[config.mk]
export PLATFORM = sky130hd
export DESIGN_NAME = pipeline_ctrl
export DESIGN_NICKNAME = d
export VERILOG_FILES = /design/src/rtl/pipeline_ctrl.sv
export SDC_FILE = /design/constraint.sdc
export NUM_CORES = 1
export LEC_CHECK = 0
export CAP_MARGIN = 10
export CORE_MARGIN = 3
export CORE_UTILIZATION = 40
export CTS_BUF_LIST = sky130_fd_sc_hd__clkbuf_2
export DETAILED_ROUTE_END_ITERATION = 16
export DONT_BUFFER_PORTS = 1
export PLACE_DENSITY = 0.65
export SLEW_MARGIN = 40
export SYNTH_ARGS = -nofsm -noshare
export SYNTH_HDL_FRONTEND = slang
export SYNTH_SLANG_ARGS = --single-unit
[constraint.sdc]
create_clock -name clk -period 2.65 [get_ports clk]
set_input_delay 0.3975 -clock clk [delete_from_list [all_inputs] [get_ports clk]]
set_output_delay 0.3975 -clock clk [all_outputs]
set_load 0.01 [all_outputs]
[src/rtl/pipeline_ctrl.sv]
// Hazard and stall controller for the 5-stage pipeline: decodes load-use,
// ID-stage branch-operand and multi-cycle memory hazards into register
// enables, flushes and bubbles, with a memory wait-state FSM and stall counter.
module pipeline_ctrl #(
    parameter int unsigned TIMEOUT = 255,
    parameter int unsigned CNT_W   = 16
) (
    input  logic             clk,
    input  logic             reset_n,
    input  logic [2:0]       rs1ID,
    input  logic [2:0]       rs2ID,
    input  logic             useRs1ID,
    input  logic             useRs2ID,
    input  logic             isBranchID,
    input  logic             branchTakenID,
    input  logic [2:0]       rdEX,
    input  logic             regWriteEX,
    input  logic             memReadEX,
    input  logic             memReqMEM,
    input  logic             memReady,
    output logic             pcWrite,
    output logic             ifidWrite,
    output logic             idexWrite,
    output logic             exmemWrite,
    output logic             memwbWrite,
    output logic             ifidFlush,
    output logic             idexBubble,
    output logic             memwbBubble,
    output logic             memTimeout,
    output logic [CNT_W-1:0] stallCount
);

    typedef enum logic [1:0] {StRun, StMemWait, StError} state_e;

    localparam logic [CNT_W-1:0] CntOne     = CNT_W'(1);
    localparam logic [CNT_W-1:0] TimeoutVal = CNT_W'(TIMEOUT);
    localparam logic [CNT_W-1:0] CntMax     = {CNT_W{1'b1}};

    state_e           state_q, state_d;
    logic [CNT_W-1:0] wait_q, wait_d;
    logic [CNT_W-1:0] stall_cnt_q, stall_cnt_d;
    logic             timeout_q, timeout_d;

    logic m1, m2, load_use, br_haz, front_haz, mem_stall;
    logic freeze, front, flush;

    // Hazard terms; register 0 is deliberately not exempt from matching.
    always_comb begin
        m1        = useRs1ID & (rs1ID == rdEX);
        m2        = useRs2ID & (rs2ID == rdEX);
        load_use  = memReadEX & (m1 | m2);
        br_haz    = isBranchID & regWriteEX & (m1 | m2);
        front_haz = load_use | br_haz;
        mem_stall = memReqMEM & ~memReady;
    end

    // Wait-state FSM next state plus stall classification for this cycle.
    always_comb begin
        state_d   = state_q;
        wait_d    = wait_q;
        timeout_d = timeout_q;
        freeze    = 1'b0;
        front     = 1'b0;
        flush     = 1'b0;
        unique case (state_q)
            StRun: begin
                if (mem_stall) begin
                    freeze  = 1'b1;
                    state_d = StMemWait;
                    wait_d  = CntOne;
                end else if (front_haz) begin
                    front = 1'b1;
                end else begin
                    flush = branchTakenID;
                end
            end
            StMemWait: begin
                if (memReady) begin
                    state_d = StRun;
                    wait_d  = '0;
                    if (front_haz) front = 1'b1;
                    else           flush = branchTakenID;
                end else begin
                    freeze = 1'b1;
                    wait_d = wait_q + CntOne;
                    if (wait_q == TimeoutVal) begin
                        state_d   = StError;
                        timeout_d = 1'b1;
                    end
                end
            end
            default: begin
                // Error is terminal until reset; inputs are ignored.
                freeze    = 1'b1;
                timeout_d = 1'b1;
            end
        endcase
    end

    // Output decode; reset forces every control low.
    always_comb begin
        pcWrite     = 1'b1;
        ifidWrite   = 1'b1;
        idexWrite   = 1'b1;
        exmemWrite  = 1'b1;
        memwbWrite  = 1'b1;
        ifidFlush   = flush;
        idexBubble  = 1'b0;
        memwbBubble = 1'b0;
        if (freeze) begin
            pcWrite     = 1'b0;
            ifidWrite   = 1'b0;
            idexWrite   = 1'b0;
            exmemWrite  = 1'b0;
            memwbWrite  = 1'b0;
            ifidFlush   = 1'b0;
            memwbBubble = 1'b1;
        end else if (front) begin
            pcWrite    = 1'b0;
            ifidWrite  = 1'b0;
            ifidFlush  = 1'b0;
            idexBubble = 1'b1;
        end
        if (!reset_n) begin
            pcWrite     = 1'b0;
            ifidWrite   = 1'b0;
            idexWrite   = 1'b0;
            exmemWrite  = 1'b0;
            memwbWrite  = 1'b0;
            ifidFlush   = 1'b0;
            idexBubble  = 1'b0;
            memwbBubble = 1'b0;
        end
    end

    // Saturating count of cycles with any stall or freeze active.
    always_comb begin
        stall_cnt_d = stall_cnt_q;
        if ((freeze | front) && (stall_cnt_q != CntMax)) stall_cnt_d = stall_cnt_q + CntOne;
    end

    // State registers.
    always_ff @(posedge clk or negedge reset_n) begin
        if (!reset_n) begin
            state_q     <= StRun;
            wait_q      <= '0;
            stall_cnt_q <= '0;
            timeout_q   <= 1'b0;
        end else begin
            state_q     <= state_d;
            wait_q      <= wait_d;
            stall_cnt_q <= stall_cnt_d;
            timeout_q   <= timeout_d;
        end
    end

    assign memTimeout = timeout_q;
    assign stallCount = stall_cnt_q;

endmodule
==> impl_metrics.sql, run 1 <==
INSERT INTO impl_metrics (metric_group, metric, value, unit) VALUES
('worst_setup_path', 'critical_path.startpoint_type', 'register', ''),
('worst_setup_path', 'setup_crit_path_kind', 'reg -> out', ''),
('route', 'drt_iter0_markers', '69', ''),
('sta', 'maxSlewViolCount', '0', ''),
('synth', 'number_of_distinct_standard_cells_referenced_by_the_synthesized_netlist', '39', ''),
('clock_tree', 'tritoncts', 'done', ''),
('route', 'post_drt_wl_per_cell', '15.20', 'um'),
('synth', 'post_synth.cell_area_avg', '9.363', 'um2'),
('clock_tree', 'cts-root-buf', 'clkbuf_2', ''),
('route', 'drc', '0', ''),
('synth', 'compound_cell_area_share_of_the_yosys_netlist', '19.13', '%'),
('worst_setup_path', 'critical_path.max_fanout', '12', ''),
('sta', 'clock-skew-final', '0.01051', 'ns'),
('final_layout', 'count_of_filler_cells_inserted_in_the_layout', '469', ''),
('final_layout', 'post_route_cells_drive_above_1_share', '8.756', '%'),
('sta', 'setup_tns', '0', 'ns'),
('sta', 'final-setup-viol-count', '0', ''),
('synth', 'flip_flop_and_latch_count_after_synthesis', '35', ''),
('grt', 'grt_first_pass_wirelength', '7472', 'um'),
('run', 'max-cap-violations', '0', ''),
('final_layout', 'multiInputGateArea', '0.001037', 'mm2'),
('clock_tree', 'clock_input_transition_at_the_sequential_cells_of_the_worst_setup_and_hold_paths', '0.18', 'ns'),
('placed_design', 'place_hpwl', '3071', 'um'),
('placed_design', 'routability_congestion_estimate_from_global_placement', '0.7413', ''),
('final_layout', 'final_util', '46.41', '%'),
('floorplan', 'fp.dieH', '76.28', 'um'),
('sta', 'period_share', '85.56', '%'),
('final_layout', 'fin_nets', '238', ''),
('worst_setup_path', 'critical_path_arrival', '1.87', 'ns'),
('clock_tree', 'post_cts_buffers', '0', ''),
('final_layout', 'layout-area-overhead-vs-synth', '7.220', '%'),
('grt', 'globalRouteTotalUtil', '15.71', '%'),
('synth', 'combinational_family_with_the_most_area_after_synthesis', 'simple AND/OR/NAND/NOR gates', ''),
('clock_tree', 'insertion_delay', '0.38', 'ns'),
('sta', 'min_period', '2.267', 'ns'),
('synth', 'synth_top_flop_cell', 'dfrtp_1', ''),
('floorplan', 'die_area', '0.005819', 'mm2'),
('clock_tree', 'number_of_cts_inserted_buffers', '5', ''),
('pwr', 'cellPowerDensity', '387.7', 'mW/mm2'),
('pwr', 'ir_worst_vdd', '0.1797', 'mV'),
('status', 'status', 'finished clean', ''),
('synth', 'synth_enable_flop_cells', '0', ''),
('sta', 'worst_slew_margin_rel', '58.48', '%'),
('synth', 'ys_seq_area_share', '44.33', '%'),
('sta', 'max_freq', '441.0', 'MHz'),
('route', 'vias_per_cell', '5.628', ''),
('synth', 'synth_xor_xnor_area_share', '7.980', '%'),
('synth', 'yosys.area.top_type', 'dfrtp_1', ''),
('floorplan', 'die_width', '76.28', 'um'),
('synth', 'synth.area.mux_share', '2.280', '%'),
('synth', 'synthTopCellsByArea', 'dfrtp_1 44%, xnor2_1 8.0%, o21ai_0 4.8%', ''),
('final_layout', 'layout.cells.most_common_list', '35 x dfrtp_1, 19 x o21ai_0, 18 x nor2_1, 18 x xnor2_1', ''),
('clock_tree', 'buffers_from_clock_root_to_sink_at_most', '2', ''),
('hold_path', 'hold_crit_class', 'in -> reg', ''),
('floorplan', 'rows', '24', ''),
('floorplan', 'design.portCount', '44', ''),
('final_layout', 'final_common_cell', 'dfrtp_1', ''),
('grt', 'via_count_of_the_first_global_routing_pass', '1558', ''),
('sta', 'worstMarginPinSlew', '0.6205', 'ns'),
('grt', 'overflow_left_after_global_routing', '0', ''),
('route', 'antenna_nets_post_route', '0', ''),
('synth', 'asyncSetResetFlopFracSynth', '100.0', '%'),
('clock_tree', 'clkSinkCount', '35', ''),
('synth', 'synthesis.yosys.warnings', '0', ''),
('clock_tree', 'htree_levels', '2', ''),
('sta', 'finalHoldViolCount', '0', ''),
('floorplan', 'coreArea', '0.004564', 'mm2'),
('synth', 'synthAdderAreaFrac', '1.267', '%'),
('final_layout', 'seq_area', '875.8', 'um2'),
('grt', 'antenna_found_initial', '0', ''),
('floorplan', 'initial_core_util', '43.28', '%');
[final cells by class]
cell class | instances | area share (%)
multi-input cells | 162 | 48.97
clock buffers | 5 | 1.181
flip-flops and latches | 35 | 41.35
repair buffers | 7 | 3.190
clock inverters | 2 | 0.4135
inverters | 6 | 1.063
well taps | 65 | 3.839
[report_power, final]
group | internal, mW | switching [mW]
sequential | 0.538 | 0.00361
clock | 0.0557 | 0.175
combinational | 0.0205 | 0.0286
[path summary, 6_finish.rpt]
path	start	depth (start not counted)	slack, ns	to
min reg2reg	wait_q[15]$_DFFE_PN0P_	1	0.49	wait_q[15]$_DFFE_PN0P_
min	memReady	1	0.1	wait_q[0]$_DFFE_PN0P_
max in group asynchronous	reset_n	2	2.01	stallCount[15]$_DFFE_PN0P_
max	state_q[0]$_DFFE_PN0P_	5	0.38	ifidFlush
max reg2reg	wait_q[0]$_DFFE_PN0P_	6	0.70	state_q[0]$_DFFE_PN0P_
min in group asynchronous	reset_n	2	0.46	wait_q[9]$_DFFE_PN0P_
[cell usage after synthesis (6+ instances only)]
master    count
dfrtp_1      35
o21ai_0      19
nor2_1       18
xnor2_1      18
nand2_1      15
nand3_1      15
nand4_1       8
o21ai_1       8
a31oi_1       7
o211ai_1      7
and3_1        6
inv_1         6
[layer usage]
metal / up-vias / global-route usage (%) / share of wire [%]
met1: 762 / 19.96 / 47
met3: 5 / 6.265 / 6.3
met5: - / 0 / 0
met4: 0 / 4.891 / 1.3
li1: 789 / - / -
met2: 31 / 24.52 / 45
[stage by stage]
stage | hold WS, ns | setup slack (ns) | cell area, um2
final | 0.09917 | 0.3825 | 2118
after global routing | 0.05329 | 0.1495 | 2118
after CTS | 0.08156 | 0.1252 | 2115
after detailed placement | 0.1031 | 0.5918 | 2051
after global placement | 0.1031 | 0.6173 | 2051
after floorplan | 0.1019 | 0.7023 | 1976
[logic make-up (layout without fill, tap and decap cells)]
kind of cell,count (synthesis),count (layout)
fa+ha+maj,2,2
flops,35,35
compound gates,57,57
simple gates,81,81
xor+xnor,18,18
buf+inv,14,20
mux,4,4
[registers in the layout, indices dropped and copies added, names as in the netlist]
signal      cells
memTimeout      1
wait_q         16
state_q         2
stallCount     16
[timing repair]
action,in CTS,in global routing
hold endpoints to repair,35,0
resized for setup,0,0
hold buffers,2,0
[worst max-delay path, stage by stage (launching register included)]
cell and delay, ns:
dfrtp_1 0.46, nor2_1 0.23, o21ai_2 0.20, nor3_1 0.21
buf_4 0.17, and3_1 0.22
No activity file was read; power rests on OpenSTA's default activity.
==> inputs of run 2 (changes only) <==
CORE_UTILIZATION = 30   (was 40)
PLACE_DENSITY = 0.55   (was 0.65)
==> run 2 against run 1 <==
Utilization is 12 points lower. Largest power group unchanged. Worst setup slack worse by 0.0033 ns. Clock power is 7% higher. Critical path depth is 1 lower. Register-to-register slack better by 0.02 ns. Clock skew is 0.0046 ns lower. Wire length is 9.1% higher. Count of clock-buffer cells in the layout stayed put. Largest cell class unchanged. Critical path type unchanged. Final cell count is 3.9% higher.
==> impl_metrics.sql, run 2 (same netlist as run 1, synthesis figures left out) <==
INSERT INTO impl_metrics (metric_group, metric, value, unit) VALUES
('status', 'status', 'finished clean', ''),
('floorplan', 'die_width', '87.15', 'um'),
('worst_setup_path', 'setup_crit_path_kind', 'reg -> out', ''),
('sta', 'clock-skew-final', '0.005875', 'ns'),
('clock_tree', 'number_of_cts_inserted_buffers', '5', ''),
('route', 'routed_wl', '4678', 'um'),
('grt', 'globalRouteTotalUtil', '13.60', '%'),
('grt', 'antenna_found_initial', '0', ''),
('pwr', 'cellPowerDensity', '392.0', 'mW/mm2'),
('worst_setup_path', 'critical_path.max_fanout', '12', ''),
('floorplan', 'rows', '28', ''),
('worst_setup_path', 'crit_path_max_incr_delay', '0.47', 'ns'),
('grt', 'grt_first_pass_wirelength', '8155', 'um'),
('sta', 'maxSlewViolCount', '0', ''),
('clock_tree', 'tritoncts', 'done', ''),
('final_layout', 'fin_cells', '293', ''),
('worst_setup_path', 'critical_path.startpoint_type', 'register', ''),
('sta', 'grt_setup_unrepaired', 'false', ''),
('worst_setup_path', 'crit_path_top_delay_cell', 'dfrtp_1', ''),
('worst_setup_path', 'worst_setup_end_kind', 'output pin', ''),
('final_layout', 'count_of_filler_cells_inserted_in_the_layout', '629', ''),
('route', 'drc', '0', ''),
('worst_setup_path', 'critical_path_arrival', '1.87', 'ns'),
('placed_design', 'numPlacedInstances', '283', ''),
('route', 'num_vias', '1604', ''),
('sta', 'final-setup-viol-count', '0', ''),
('route', 'vias_per_cell', '5.474', ''),
('worst_setup_path', 'worst_reg2reg_path_endpoint', 'state_q[0]$_DFFE_PN0P_', ''),
('sta', 'final.setup.worst_slack', '0.3793', 'ns'),
('clock_tree', 'htree_levels', '2', ''),
('worst_setup_path', 'path_delay_family', 'simple AND/OR/NAND/NOR gates', ''),
('clock_tree', 'clock_input_transition_at_the_sequential_cells_of_the_worst_setup_and_hold_paths', '0.19', 'ns'),
('clock_tree', 'post_cts.resized_instances', '0', ''),
('floorplan', 'initial_core_util', '32.22', '%'),
('floorplan', 'fp.dieH', '87.15', 'um'),
('grt', 'overflow_left_after_global_routing', '0', ''),
('clock_tree', 'buffers_from_clock_root_to_sink_at_most', '2', ''),
('hold_path', 'hold_crit_class', 'in -> reg', ''),
('worst_setup_path', 'critical_path_rt', '2.25', 'ns'),
('sta', 'max_freq', '440.4', 'MHz'),
('sta', 'worstMarginPinSlew', '0.6058', 'ns'),
('route', 'antenna_nets_post_route', '0', ''),
('placed_design', 'place_hpwl', '3356', 'um'),
('floorplan', 'design.portCount', '44', ''),
('final_layout', 'layout-area-overhead-vs-synth', '8.170', '%'),
('route', 'post_drt_wl_per_cell', '15.97', 'um'),
('placed_design', 'io_buffers', '0', ''),
('run', 'max-cap-violations', '0', ''),
('clock_tree', 'clkSinkCount', '35', ''),
('floorplan', 'die_area', '0.007595', 'mm2'),
('hold_path', 'holdPathStages', '1', ''),
('worst_setup_path', 'reg2reg_setup_slack', '0.72', 'ns'),
('placed_design', 'routability_congestion_estimate_from_global_placement', '0.7684', ''),
('worst_setup_path', 'critical_path.cell_chain', 'nor2_1 > o21ai_2 > nor3_1 > and3_1', ''),
('placed_design', 'dpl_worst_slack', '0.6663', 'ns'),
('pwr', 'ir_worst_vdd', '0.1619', 'mV'),
('route', 'drt_iter0_markers', '88', ''),
('sta', 'finalHoldViolCount', '0', ''),
('sta', 'setup_tns', '0', 'ns'),
('final_layout', 'seq_area', '875.8', 'um2'),
('pwr', 'leakagePower', '0.8250', 'nW'),
('final_layout', 'layout.cells.most_common_list', '35 x dfrtp_1, 19 x o21ai_0, 18 x nor2_1, 18 x xnor2_1', ''),
('worst_setup_path', 'ff2ff_path_depth', '6', ''),
('final_layout', 'fin_nets', '238', ''),
('final_layout', 'final_common_cell', 'dfrtp_1', ''),
('sta', 'min_period', '2.271', 'ns'),
('sta', 'worst_slew_margin_rel', '59.47', '%'),
('grt', 'via_count_of_the_first_global_routing_pass', '1591', ''),
('hold_path', 'hold-path-endpoint', 'wait_q[0]$_DFFE_PN0P_', ''),
('worst_setup_path', 'path_buf_inv', '0', ''),
('clock_tree', 'insertion_delay', '0.37', 'ns'),
('clock_tree', 'cts-root-buf', 'clkbuf_2', ''),
('final_layout', 'post_route_cells_drive_above_1_share', '9.633', '%'),
('sta', 'period_share', '85.69', '%'),
('worst_setup_path', 'worst_r2r_startpoint', 'wait_q[0]$_DFFE_PN0P_', ''),
('final_layout', 'antenna-diode-count', '0', ''),
('grt', 'grt_max_degree', '36', ''),
('final_layout', 'multiInputGateArea', '0.001037', 'mm2'),
('hold_path', 'hold_sp', 'memReady', ''),
('route', 'first_pass_iters', '4', ''),
('floorplan', 'coreArea', '0.006131', 'mm2');
-- run 2: through the flow --
stage / cell area, um2 / util (%) / hold WS, ns / power, mW
finish: 2137 / 34.86 / 0.1028 / 0.8378
global route: 2137 / 34.86 / 0.02798 / 0.8907
CTS: 2133 / 34.80 / 0.05940 / 0.8591
detailed placement: 2063 / 33.65 / 0.1032 / 0.5857
global placement: 2063 / 33.65 / 0.1031 / 0.5858
floorplan: 1976 / - / 0.1019 / 0.5789
-- run 2: how the worst max path moves through the flow --
stage	start	slack, ns	cells past startpoint	endpoint
2_1_floorplan	isBranchID	0.70	5	ifidFlush
3_3_place_gp	state_q[0]$_DFFE_PN0P_	0.73	4	ifidFlush
3_5_place_dp	state_q[0]$_DFFE_PN0P_	0.67	4	ifidFlush
4_1_cts	state_q[0]$_DFFE_PN0P_	0.19	4	ifidFlush
5_1_grt	state_q[0]$_DFFE_PN0P_	0.18	4	ifidFlush
6_report	state_q[0]$_DFFE_PN0P_	0.38	4	ifidFlush
-- run 2: worst register-to-register path, stage by stage (launching register included) --
cell,delay (ns)
dfrtp_1,0.47
ha_1,0.23
nand3_1,0.16
or3_1,0.37
nor2_1,0.13
nand3_1,0.14
a221o_1,0.34
-- run 2: final cells by class --
| class | count | area share, % |
|---|---|---|
| inverter | 6 | 1.054 |
| multi-input combinational | 162 | 48.54 |
| timing repair buffer | 7 | 3.162 |
| clock buffer | 5 | 1.171 |
| sequential | 35 | 40.98 |
| tap | 75 | 4.391 |
| clock inverter | 3 | 0.7026 |
-- run 2: timing repair --
item | in CTS | in global routing
hold buffers | 2 | 0
endpoints found under the hold margin | 35 | 0
buffers inserted | 0 | 0
-- run 2: power breakdown --
part	internal [mW]	switching [mW]	leakage, nW	total, mW
clock	0.0607	0.186	0.0325	0.247
sequential	0.538	0.00350	0.439	0.541
combinational	0.0205	0.0295	0.353	0.0500
total	0.619	0.219	0.825	0.838
-- run 2: layer usage --
| layer | part of all wire, % | track usage, % | wire [um] | up-vias |
|---|---|---|---|---|
| met4 | 2.2 | 5.160 | 104 | 0 |
| li1 | - | - | - | 785 |
| met5 | 0 | 0 | 0 | - |
| met3 | 5.3 | 4.163 | 250 | 6 |
| met2 | 44 | 20.22 | 2054 | 31 |
| met1 | 49 | 18.52 | 2269 | 782 |
==> inputs of run 3 (changes only) <==
CELL_PAD_IN_SITES_DETAIL_PLACEMENT = 0   (was default)
CELL_PAD_IN_SITES_GLOBAL_PLACEMENT = 1   (was default)
GPL_TIMING_DRIVEN = 0   (was default)
PLACE_DENSITY = 0.65   (was 0.55)
REMOVE_ABC_BUFFERS = 1   (was default)
==> run 3 against run 2 <==
Worst hold slack better by 0.0043 ns. Sequential share of layout area increased by 0.51 points. Combinational power fell by 3%. Critical path depth did not move. Die area unchanged. Clock power up 4%. Fmax decreased by 6.4%. Non-clock buffer count fell by 5. Utilization down 0.43 points. Worst setup slack got worse by 0.15 ns. Final area fell by 1.2%. Sequential power barely moved.
==> impl_metrics.sql, run 3 (same netlist as run 1, synthesis figures left out) <==
INSERT INTO impl_metrics (metric_group, metric, value, unit) VALUES
('grt', 'grt_first_pass_wirelength', '8017', 'um'),
('sta', 'maxSlewViolCount', '0', ''),
('sta', 'max_freq', '412.4', 'MHz'),
('clock_tree', 'htree_levels', '2', ''),
('worst_setup_path', 'critical_path_rt', '2.25', 'ns'),
('placed_design', 'routability_congestion_estimate_from_global_placement', '0.7572', ''),
('placed_design', 'place_hpwl', '3341', 'um'),
('hold_path', 'hold_crit_class', 'in -> reg', ''),
('pwr', 'power.combinational.fraction', '5.7', '%'),
('floorplan', 'initial_core_util', '32.22', '%'),
('route', 'drt_iter0_markers', '95', ''),
('clock_tree', 'clkSinkCount', '35', ''),
('floorplan', 'die_width', '87.15', 'um'),
('sta', 'whs', '0.1070', 'ns'),
('clock_tree', 'insertion_delay', '0.38', 'ns'),
('pwr', 'clockPowerShare', '30.4', '%'),
('final_layout', 'final_common_cell', 'dfrtp_1', ''),
('route', 'post_drt_wl_per_cell', '16.58', 'um'),
('worst_setup_path', 'critical_path.max_fanout', '12', ''),
('floorplan', 'design.portCount', '44', ''),
('grt', 'via_count_of_the_first_global_routing_pass', '1583', ''),
('final_layout', 'fin_nets', '233', ''),
('final_layout', 'layout.cells.most_common_list', '35 x dfrtp_1, 19 x o21ai_0, 18 x xnor2_1', ''),
('pwr', 'cellPowerDensity', '401.7', 'mW/mm2'),
('clock_tree', 'number_of_cts_inserted_buffers', '5', ''),
('sta', 'worst_slew_margin_rel', '55.23', '%'),
('clock_tree', 'buffers_from_clock_root_to_sink_at_most', '2', ''),
('sta', 'finalHoldViolCount', '0', ''),
('final_layout', 'multiInputGateArea', '0.001049', 'mm2'),
('run', 'max-cap-violations', '0', ''),
('pwr', 'leakagePower', '0.8011', 'nW'),
('pwr', 'power_report.internal_total', '628.4', 'uW'),
('final_layout', 'layout-area-overhead-vs-synth', '6.840', '%'),
('worst_setup_path', 'worst_setup_end_kind', 'output pin', ''),
('sta', 'final-setup-viol-count', '0', ''),
('pwr', 'ir_worst_vdd', '0.1899', 'mV'),
('clock_tree', 'clock_input_transition_at_the_sequential_cells_of_the_worst_setup_and_hold_paths', '0.20', 'ns'),
('worst_setup_path', 'setup_crit_path_kind', 'reg -> out', ''),
('floorplan', 'rows', '28', ''),
('sta', 'setup_tns', '0', 'ns'),
('floorplan', 'coreArea', '0.006131', 'mm2'),
('grt', 'grt_max_degree', '36', ''),
('hold_path', 'hold_sp', 'memReady', ''),
('clock_tree', 'cts-root-buf', 'clkbuf_2', ''),
('route', 'antenna_nets_post_route', '0', ''),
('clock_tree', 'post_cts_buffers', '0', ''),
('final_layout', 'seq_area', '875.8', 'um2'),
('worst_setup_path', 'reg2reg_setup_slack', '0.63', 'ns'),
('status', 'status', 'finished clean', ''),
('grt', 'globalRouteTotalUtil', '13.49', '%'),
('placed_design', 'io_buffers', '0', ''),
('final_layout', 'count_of_filler_cells_inserted_in_the_layout', '622', ''),
('route', 'drc', '0', ''),
('worst_setup_path', 'critical_path.startpoint_type', 'register', ''),
('pwr', 'power.share.sequential', '63.9', '%'),
('floorplan', 'die_area', '0.007595', 'mm2'),
('pwr', 'switching_power', '219.5', 'uW'),
('sta', 'grt_setup_unrepaired', 'false', ''),
('clock_tree', 'tritoncts', 'done', ''),
('sta', 'period_share', '91.50', '%'),
('floorplan', 'fp.dieH', '87.15', 'um'),
('route', 'num_vias', '1594', ''),
('grt', 'antenna_found_initial', '0', ''),
('route', 'vias_per_cell', '5.535', ''),
('final_layout', 'antenna-diode-count', '0', ''),
('worst_setup_path', 'worst_reg2reg_path_endpoint', 'stallCount[1]$_DFFE_PN0P_', ''),
('hold_path', 'holdPathStages', '1', ''),
('sta', 'min_period', '2.425', 'ns'),
('worst_setup_path', 'ff2ff_path_depth', '6', ''),
('hold_path', 'hold-path-endpoint', 'wait_q[0]$_DFFE_PN0P_', ''),
('sta', 'worstMarginPinSlew', '0.6692', 'ns'),
('sta', 'clock-skew-final', '0.02370', 'ns'),
('worst_setup_path', 'critical_path_arrival', '2.03', 'ns'),
('worst_setup_path', 'worst_r2r_startpoint', 'stallCount[0]$_DFFE_PN0P_', ''),
('final_layout', 'post_route_cells_drive_above_1_share', '8.920', '%'),
('grt', 'overflow_left_after_global_routing', '0', ''),
('pwr', 'sw_frac_of_total', '25.89', '%'),
('route', 'routed_wl', '4774', 'um'),
('route', 'first_pass_iters', '4', '');
## run 3: critical path, stage by stage, from the launching register on
cell and delay [ns]:
dfrtp_1 0.48, nor2_1 0.23, o21ai_2 0.23, nor3_2 0.43, and3_1 0.28
## run 3: metal layers
layer,GRT usage (%),wire (um),vias to the layer above
li1,-,-,775
met1,18.98,2392,780
met2,18.98,2032,35
met3,4.541,293,4
met4,5.160,56,0
met5,0,0,-
## run 3: what timing repair did
item	in CTS	in global routing
hold endpoints to repair	35	0
endpoints found under the setup margin	1	1
cloned	0	0
hold buffers	2	0
gates resized for setup	1	1
## run 3: layout make-up
cell class | count | area share [%]
multi-input cells | 162 | 49.67
inverters | 6 | 1.067
repair buffers | 2 | 1.423
clock inverters | 1 | 0.2371
flip-flops and latches | 35 | 41.49
well taps | 75 | 4.446
clock buffers | 7 | 1.660
## run 3: power groups by stage
| stage | sequential, mW | combinational [mW] | clock (mW) |
|---|---|---|---|
| 3_3_place_gp | 0.551 | 0.0332 | 0 |
| 6_report | 0.542 | 0.0487 | 0.258 |
| 2_1_floorplan | 0.550 | 0.0273 | 0 |
| 3_5_place_dp | 0.551 | 0.0336 | 0 |
| 4_1_cts | 0.542 | 0.0504 | 0.269 |
| 5_1_grt | 0.543 | 0.0560 | 0.291 |
## run 3: stage by stage
stage               instances  setup slack (ns)  cell area, um2  utilization [%]  power, mW
floorplan                 203            0.5622            1932                -     0.5773
global placement          278            0.2926            2026            33.04     0.5843
detailed placement        278            0.4174            2033            33.16     0.5846
CTS                       288            0.1313            2108            34.39     0.8611
global route              288           0.05728            2111            34.43     0.8899
finish                    288            0.2253            2111            34.43     0.8479
## run 3: how the worst max path moves through the flow
| stage | slack [ns] | to | cells after the start | from |
|---|---|---|---|---|
| after floorplan | 0.56 | ifidFlush | 4 | state_q[0]$_DFFE_PN0P_ |
| after global placement | 0.29 | ifidFlush | 4 | state_q[1]$_DFFE_PN0P_ |
| after detailed placement | 0.42 | ifidFlush | 4 | isBranchID |
| after CTS | 0.13 | idexBubble | 4 | state_q[0]$_DFFE_PN0P_ |
| after global routing | 0.06 | ifidFlush | 4 | state_q[0]$_DFFE_PN0P_ |
| final | 0.23 | ifidFlush | 4 | state_q[0]$_DFFE_PN0P_ |
